$ cat src/rtl/chip_pkg.sv
// Shared types for the chip-level result packer: the captured record layout,
// the output FSM state encoding and the default header sync byte.
// Imported by result_fifo and chip_result_packer.
package chip_pkg;

    // One captured record; field order is the on-wire record order,
    // most significant field first.
    typedef struct packed {
        logic [3:0]  flags;  // {cout1, cout2, comp_out1, comp_out2}
        logic [3:0]  seq;    // capture sequence number, wraps 15 -> 0
        logic [15:0] mux;    // mux result
        logic [31:0] prod;   // 16x16 product
    } result_rec_t;

    typedef enum logic {
        IDLE = 1'b0,
        SEND = 1'b1
    } pk_state_t;

    localparam logic [7:0] SYNC_DEFAULT = 8'hA5;

endpackage : chip_pkg

$ cat src/rtl/result_fifo.sv
// Synchronous first-word-fall-through FIFO of result records.
// Ports: clk/rst (sync active-high), wr_en/wr_data push, rd_en pops and
//        rd_data shows the head combinationally, full/empty/count status.
// Latency: a write is visible at rd_data the cycle after wr_en. A write while
// full is taken only if rd_en pops in the same cycle; DEPTH must be a power
// of two, at least 2, so the pointers wrap by natural overflow.
module result_fifo
    import chip_pkg::*;
#(
    parameter int DEPTH = 4
) (
    input  logic                     clk,
    input  logic                     rst,
    input  logic                     wr_en,
    input  result_rec_t              wr_data,
    input  logic                     rd_en,
    output result_rec_t              rd_data,
    output logic                     full,
    output logic                     empty,
    output logic [$clog2(DEPTH):0]   count
);

    localparam int AW = $clog2(DEPTH);

    result_rec_t          r_mem [DEPTH];
    logic [AW-1:0]        r_wr_ptr;
    logic [AW-1:0]        r_rd_ptr;
    logic [AW:0]          r_count;

    logic                 w_do_wr;
    logic                 w_do_rd;

    assign full    = (r_count == DEPTH[AW:0]);
    assign empty   = (r_count == '0);
    assign count   = r_count;
    assign rd_data = r_mem[r_rd_ptr];

    // When full, wr_ptr == rd_ptr; the head is read combinationally this
    // cycle before the write lands at the edge, so full-plus-pop is safe.
    assign w_do_rd = rd_en && !empty;
    assign w_do_wr = wr_en && (!full || w_do_rd);

    // Storage carries no reset: contents are qualified by r_count.
    always_ff @(posedge clk) begin
        if (w_do_wr) begin
            r_mem[r_wr_ptr] <= wr_data;
        end
    end

    always_ff @(posedge clk) begin
        if (rst) begin
            r_wr_ptr <= '0;
            r_rd_ptr <= '0;
            r_count  <= '0;
        end else begin
            if (w_do_wr) begin
                r_wr_ptr <= r_wr_ptr + 1'b1;
            end
            if (w_do_rd) begin
                r_rd_ptr <= r_rd_ptr + 1'b1;
            end
            if (w_do_wr && !w_do_rd) begin
                r_count <= r_count + 1'b1;
            end else if (w_do_rd && !w_do_wr) begin
                r_count <= r_count - 1'b1;
            end
        end
    end

endmodule : result_fifo

$ cat src/rtl/chip_result_packer.sv
// Captures {flags, seq, mux_out, m32_out} records into a FIFO and streams each
// one out as four 16-bit beats: {flags,seq,SYNC}, mux, prod[31:16], prod[15:0].
// Ports: clk/rst (sync active-high); capture/mux_out/m32_out/flags record
//        input; clr_ovf clears the sticky overflow; out_valid/out_ready/
//        out_data/out_last beat stream; overflow and level status.
// Latency: first beat is valid two cycles after a capture into an empty block.
// Backpressure: beats hold while out_ready=0; when the FIFO is full and not
// popping, captures are dropped and overflow is set.
module chip_result_packer
    import chip_pkg::*;
#(
    parameter int         DEPTH = 4,
    parameter logic [7:0] SYNC  = SYNC_DEFAULT
) (
    input  logic                     clk,
    input  logic                     rst,
    input  logic                     capture,
    input  logic [15:0]              mux_out,
    input  logic [31:0]              m32_out,
    input  logic [3:0]               flags,
    input  logic                     clr_ovf,
    output logic                     out_valid,
    input  logic                     out_ready,
    output logic [15:0]              out_data,
    output logic                     out_last,
    output logic                     overflow,
    output logic [$clog2(DEPTH):0]   level
);

    pk_state_t            r_state;
    pk_state_t            w_state_nxt;
    logic [1:0]           r_beat;
    logic [1:0]           w_beat_nxt;
    result_rec_t          r_rec;
    logic [3:0]           r_seq;
    logic                 r_ovf;

    logic                 w_load;
    logic                 w_fire;
    logic                 w_accept;
    logic                 w_drop;
    logic                 w_full;
    logic                 w_empty;
    result_rec_t          w_head;
    result_rec_t          w_wr_rec;
    logic [$clog2(DEPTH):0] w_count;

    // ------------------------------------------------------------------
    // Record FIFO
    // ------------------------------------------------------------------
    assign w_wr_rec = '{flags: flags, seq: r_seq, mux: mux_out, prod: m32_out};

    result_fifo #(
        .DEPTH (DEPTH)
    ) u_fifo (
        .clk     (clk),
        .rst     (rst),
        .wr_en   (w_accept),
        .wr_data (w_wr_rec),
        .rd_en   (w_load),
        .rd_data (w_head),
        .full    (w_full),
        .empty   (w_empty),
        .count   (w_count)
    );

    // ------------------------------------------------------------------
    // Capture acceptance: a pop in the same cycle frees the slot, so a
    // capture against a full FIFO is only dropped when nothing leaves.
    // ------------------------------------------------------------------
    assign w_accept = capture && (!w_full || w_load);
    assign w_drop   = capture && !w_accept;

    always_ff @(posedge clk) begin
        if (rst) begin
            r_seq <= '0;
        end else if (w_accept) begin
            r_seq <= r_seq + 1'b1;
        end
    end

    // Drop wins over clear so a drop in the clearing cycle is not lost.
    always_ff @(posedge clk) begin
        if (rst) begin
            r_ovf <= 1'b0;
        end else if (w_drop) begin
            r_ovf <= 1'b1;
        end else if (clr_ovf) begin
            r_ovf <= 1'b0;
        end
    end

    // ------------------------------------------------------------------
    // Output FSM: IDLE waits for a record, SEND walks the four beats.
    // ------------------------------------------------------------------
    assign w_fire = (r_state == SEND) && out_ready;

    always_comb begin
        w_state_nxt = r_state;
        w_beat_nxt  = r_beat;
        w_load      = 1'b0;
        case (r_state)
            IDLE: begin
                if (!w_empty) begin
                    w_load      = 1'b1;
                    w_state_nxt = SEND;
                    w_beat_nxt  = 2'd0;
                end
            end
            SEND: begin
                if (w_fire) begin
                    if (r_beat == 2'd3) begin
                        w_beat_nxt = 2'd0;
                        // Chain straight into the next record: no bubble.
                        if (!w_empty) begin
                            w_load = 1'b1;
                        end else begin
                            w_state_nxt = IDLE;
                        end
                    end else begin
                        w_beat_nxt = r_beat + 2'd1;
                    end
                end
            end
            default: begin
                w_state_nxt = IDLE;
                w_beat_nxt  = 2'd0;
            end
        endcase
    end

    always_ff @(posedge clk) begin
        if (rst) begin
            r_state <= IDLE;
            r_beat  <= 2'd0;
            r_rec   <= '0;
        end else begin
            r_state <= w_state_nxt;
            r_beat  <= w_beat_nxt;
            if (w_load) begin
                r_rec <= w_head;
            end
        end
    end

    // ------------------------------------------------------------------
    // Beat mux. Driven purely from registers, so the beat is stable while
    // out_ready is low. Outputs are forced to zero outside SEND.
    // ------------------------------------------------------------------
    always_comb begin
        out_data = 16'h0000;
        if (r_state == SEND) begin
            case (r_beat)
                2'd0:    out_data = {r_rec.flags, r_rec.seq, SYNC};
                2'd1:    out_data = r_rec.mux;
                2'd2:    out_data = r_rec.prod[31:16];
                default: out_data = r_rec.prod[15:0];
            endcase
        end
    end

    assign out_valid = (r_state == SEND);
    assign out_last  = (r_state == SEND) && (r_beat == 2'd3);
    assign overflow  = r_ovf;
    assign level     = w_count;

endmodule : chip_result_packer

$ cat config.mk
export PLATFORM = sky130hd
export DESIGN_NAME = chip_result_packer
export DESIGN_NICKNAME = d
export VERILOG_FILES = /design/src/rtl/chip_pkg.sv /design/src/rtl/result_fifo.sv /design/src/rtl/chip_result_packer.sv
export SDC_FILE = /design/constraint.sdc
export NUM_CORES = 1
export LEC_CHECK = 0
export BUFFER_PORTS_ARGS = -buffer_cell sky130_fd_sc_hd__buf_4
export CAP_MARGIN = 20
export CELL_PAD_IN_SITES_DETAIL_PLACEMENT = 1
export CELL_PAD_IN_SITES_GLOBAL_PLACEMENT = 1
export CORE_MARGIN = 2
export CORE_UTILIZATION = 45
export CTS_BUF_LIST = sky130_fd_sc_hd__clkbuf_16
export CTS_CLUSTER_DIAMETER = 200
export DETAILED_ROUTE_END_ITERATION = 6
export PLACE_DENSITY = 0.71
export SKIP_CTS_REPAIR_TIMING = 1
export SLEW_MARGIN = 20
export SYNTH_ARGS = -nofsm -noshare
export SYNTH_HDL_FRONTEND = slang
export SYNTH_SLANG_ARGS = --single-unit
$ cat constraint.sdc
create_clock -name clk -period 4.8 [get_ports clk]
set_input_delay 0.96 -clock clk [delete_from_list [all_inputs] [get_ports clk]]
set_output_delay 0.96 -clock clk [all_outputs]
set_load 0.1 [all_outputs]
==> impl_metrics.env <==
export IMPL_ys_warn_count=0
export IMPL_synth_distinct_cells=40
export IMPL_nets=838
export IMPL_postRouteAntennaNets=0
export IMPL_hold_worst_slack_ps=490
export IMPL_cp_cell_sequence="ha_1, clkinv_1, o21ai_0, a21oi_1, buf_4"
export IMPL_syn_avg_cell_area_um2=16.5
export IMPL_power_per_cell_area_nw_per_um2=589
export IMPL_synth_top_area_cell="edfxtp_1"
export IMPL_die_area_um2=26800
export IMPL_fp_coreArea_um2=25100
export IMPL_netlist_area_um2=11500
export IMPL_slowest_stage="clkinv_1"
export IMPL_drive_gt1_share_pct=26.2
export IMPL_crit_fanout=27
export IMPL_crit_path_end_kind="output port"
export IMPL_die_h_um=164
export IMPL_startpoint_type="flop"
export IMPL_arrival_ps=2690
export IMPL_cts_sinks=295
export IMPL_status="complete, no violations"
export IMPL_synthTopCellsByArea="edfxtp_1 59%, dfxtp_1 12%, mux4_2 11%, a21oi_1 2.8%, nand3_1 2.6%"
export IMPL_rsz0062_at_grt="false"
export IMPL_max_stage_delay_ps=580
export IMPL_cts_buffers=34
export IMPL_drt_iter0_drc=577
export IMPL_cp_required_ps=3840
export IMPL_worstHoldPathType="flop to flop"
export IMPL_h_tree_depth=2
export IMPL_clk_latency_ps=510
export IMPL_fin_crit_ps=3650
export IMPL_synth_commonest_cells="224 x edfxtp_1, 71 x dfxtp_1, 64 x a21oi_1"
export IMPL_critical_path_buf_inv_count=2
export IMPL_io_buffers=78
export IMPL_post_synth_top_count_cell="edfxtp_1"
export IMPL_vias=6535
export IMPL_drv_cap=0
export IMPL_path_delay_family="buffers and inverters"
export IMPL_setup_viol=0
export IMPL_cts_tree="yes"
export IMPL_finalMaxSlewViolations=0
export IMPL_synth_seq_area_share_pct=70.9
export IMPL_crit_start="r_beat[0]$_SDFFE_PP0P_"
export IMPL_grt_first_pass_wirelength_um=42200
export IMPL_fmax_mhz=274
export IMPL_skew_ps=25.3
export IMPL_grt_remaining_overflow=0
export IMPL_slew_headroom_pct=37.6
export IMPL_die_width_um=164
export IMPL_max_slew_worst_pin_slew_ps=937
export IMPL_routed_via_density=5.83
export IMPL_grt_pass1_vias=6990
export IMPL_first_pass_iters=7
export IMPL_r2r_start="r_beat[0]$_SDFFE_PP0P_"
export IMPL_clk_path_buf_depth=3
export IMPL_rows=58
export IMPL_synthArstFlopShare_pct=0
export IMPL_synth_top_area_share_pct=58.5
export IMPL_path_class="flop to output port"
export IMPL_total_power_mw=7.86
export IMPL_gp_congestion=0.870
export IMPL_ys_seq_elements=295
export IMPL_synthCells=698
export IMPL_drc=0
export IMPL_antenna_found_initial=0
export IMPL_hpwl_um=16900
export IMPL_synth_nets=767
export IMPL_peakVddDrop_mv=0.544
export IMPL_fill_cells=2384
export IMPL_synth_edff_count=224
export IMPL_path_clk_slew_ps=60
export IMPL_synthToLayoutAreaGrowth_pct=16.1
export IMPL_track_usage_pct=21.1
export IMPL_power_leakage_nw=4.63
export IMPL_antenna_cells=0
export IMPL_multi_input_area_um2=3050
export IMPL_start_util_pct=45.8
export IMPL_wl_per_cell_um=24.3
export IMPL_hold_viol=0
export IMPL_grt_start_max_net_pins=79
export IMPL_io_pins=79
export IMPL_totalWireLength_um=27200
export IMPL_ys_dominant_reg_cell="edfxtp_1"
export IMPL_cts_root_buffer="clkbuf_16"
export IMPL_pre_cts_slack_ps=1720
export IMPL_setup_tns_ps=0
export IMPL_min_period_over_period_pct=76.0
export IMPL_ff_latch_area_um2=8160
export IMPL_layout_setup_ws_ps=1150
export IMPL_hold_start="r_rec[17]$_SDFFE_PP0P_"
[sequential cells by signal, indices dropped and copies added, names as in the netlist]
signal,flops
overflow,1
u_fifo.r_mem,224
r_beat,2
r_rec,56
u_fifo.r_rd_ptr,2
r_seq,4
out_valid,1
u_fifo.count,3
u_fifo.r_wr_ptr,2
[power breakdown]
group | internal [mW] | switching [mW]
combinational | 0.784 | 1.23
clock | 1.37 | 0.976
sequential | 3.12 | 0.378
total | 5.28 | 2.58
[per-stage QoR]
stage,cell area (um^2),std cells,util [%]
final,13300,1121,53.2
after global routing,13300,1121,53.2
after CTS,13300,1120,53.0
after detailed placement,12300,1062,49.0
after global placement,12300,1062,49.0
after floorplan,11500,698,-
[worst paths after layout]
| kind | endpoint | slack, ps | cells past startpoint |
|---|---|---|---|
| worst min register to register | r_rec[17]$_SDFFE_PP0P_ | 490 | 2 |
| worst max register to register | u_fifo.count[2]$_SDFFE_PP0P_ | 2090 | 9 |
| worst max-delay path | out_data[7] | 1150 | 5 |
| worst min-delay path | r_rec[17]$_SDFFE_PP0P_ | 490 | 2 |
[cell families after synthesis]
logic type	count (synthesis)	synth area share, %
buffers and inverters	61	2.83
flip-flops	295	70.9
adder cells (fa/ha/maj)	12	1.37
multiplexers	64	11.8
AO/OA/AOI/OAI	160	8.44
AND/OR/NAND/NOR	104	4.58
XOR/XNOR	2	0.152
[per-layer routing]
metal	track usage [%]	routed length, um
met4	9.09	1040
met2	34.7	13400
met5	0	0
met1	28.0	11200
met3	3.51	1520
[worst reg2reg max path: stages (launching register included)]
cell and delay, ps:
dfxtp_1 420, ha_1 390, a21boi_4 100, a21boi_2 370, ha_1 270, inv_1 70
fa_1 380, xor2_1 180, or3_1 300, a21oi_1 160
[final cells by class]
class                   instances  share of cell area, %
well taps                     330                   3.09
repair buffers                 89                   5.16
flip-flops and latches        295                   61.1
clock inverters                23                   1.05
inverters                       7                  0.197
clock buffers                  35                   6.56
multi-input cells             342                   22.8
[cell usage in the layout (no fill, tap or decap), types with 8 or more instances in the layout]
| cell type | count |
|---|---|
| a222oi_1 | 8 |
| a21oi_1 | 64 |
| clkbuf_16 | 35 |
| edfxtp_1 | 224 |
| ha_1 | 11 |
| nand2_1 | 14 |
| nand3_1 | 59 |
| clkinv_2 | 9 |
| o211a_1 | 15 |
| o21ai_0 | 59 |
| inv_1 | 14 |
| mux4_2 | 55 |
| nor2_1 | 10 |
| buf_4 | 88 |
| dfxtp_1 | 69 |
Note: power is estimated with default switching activity, not from simulation.
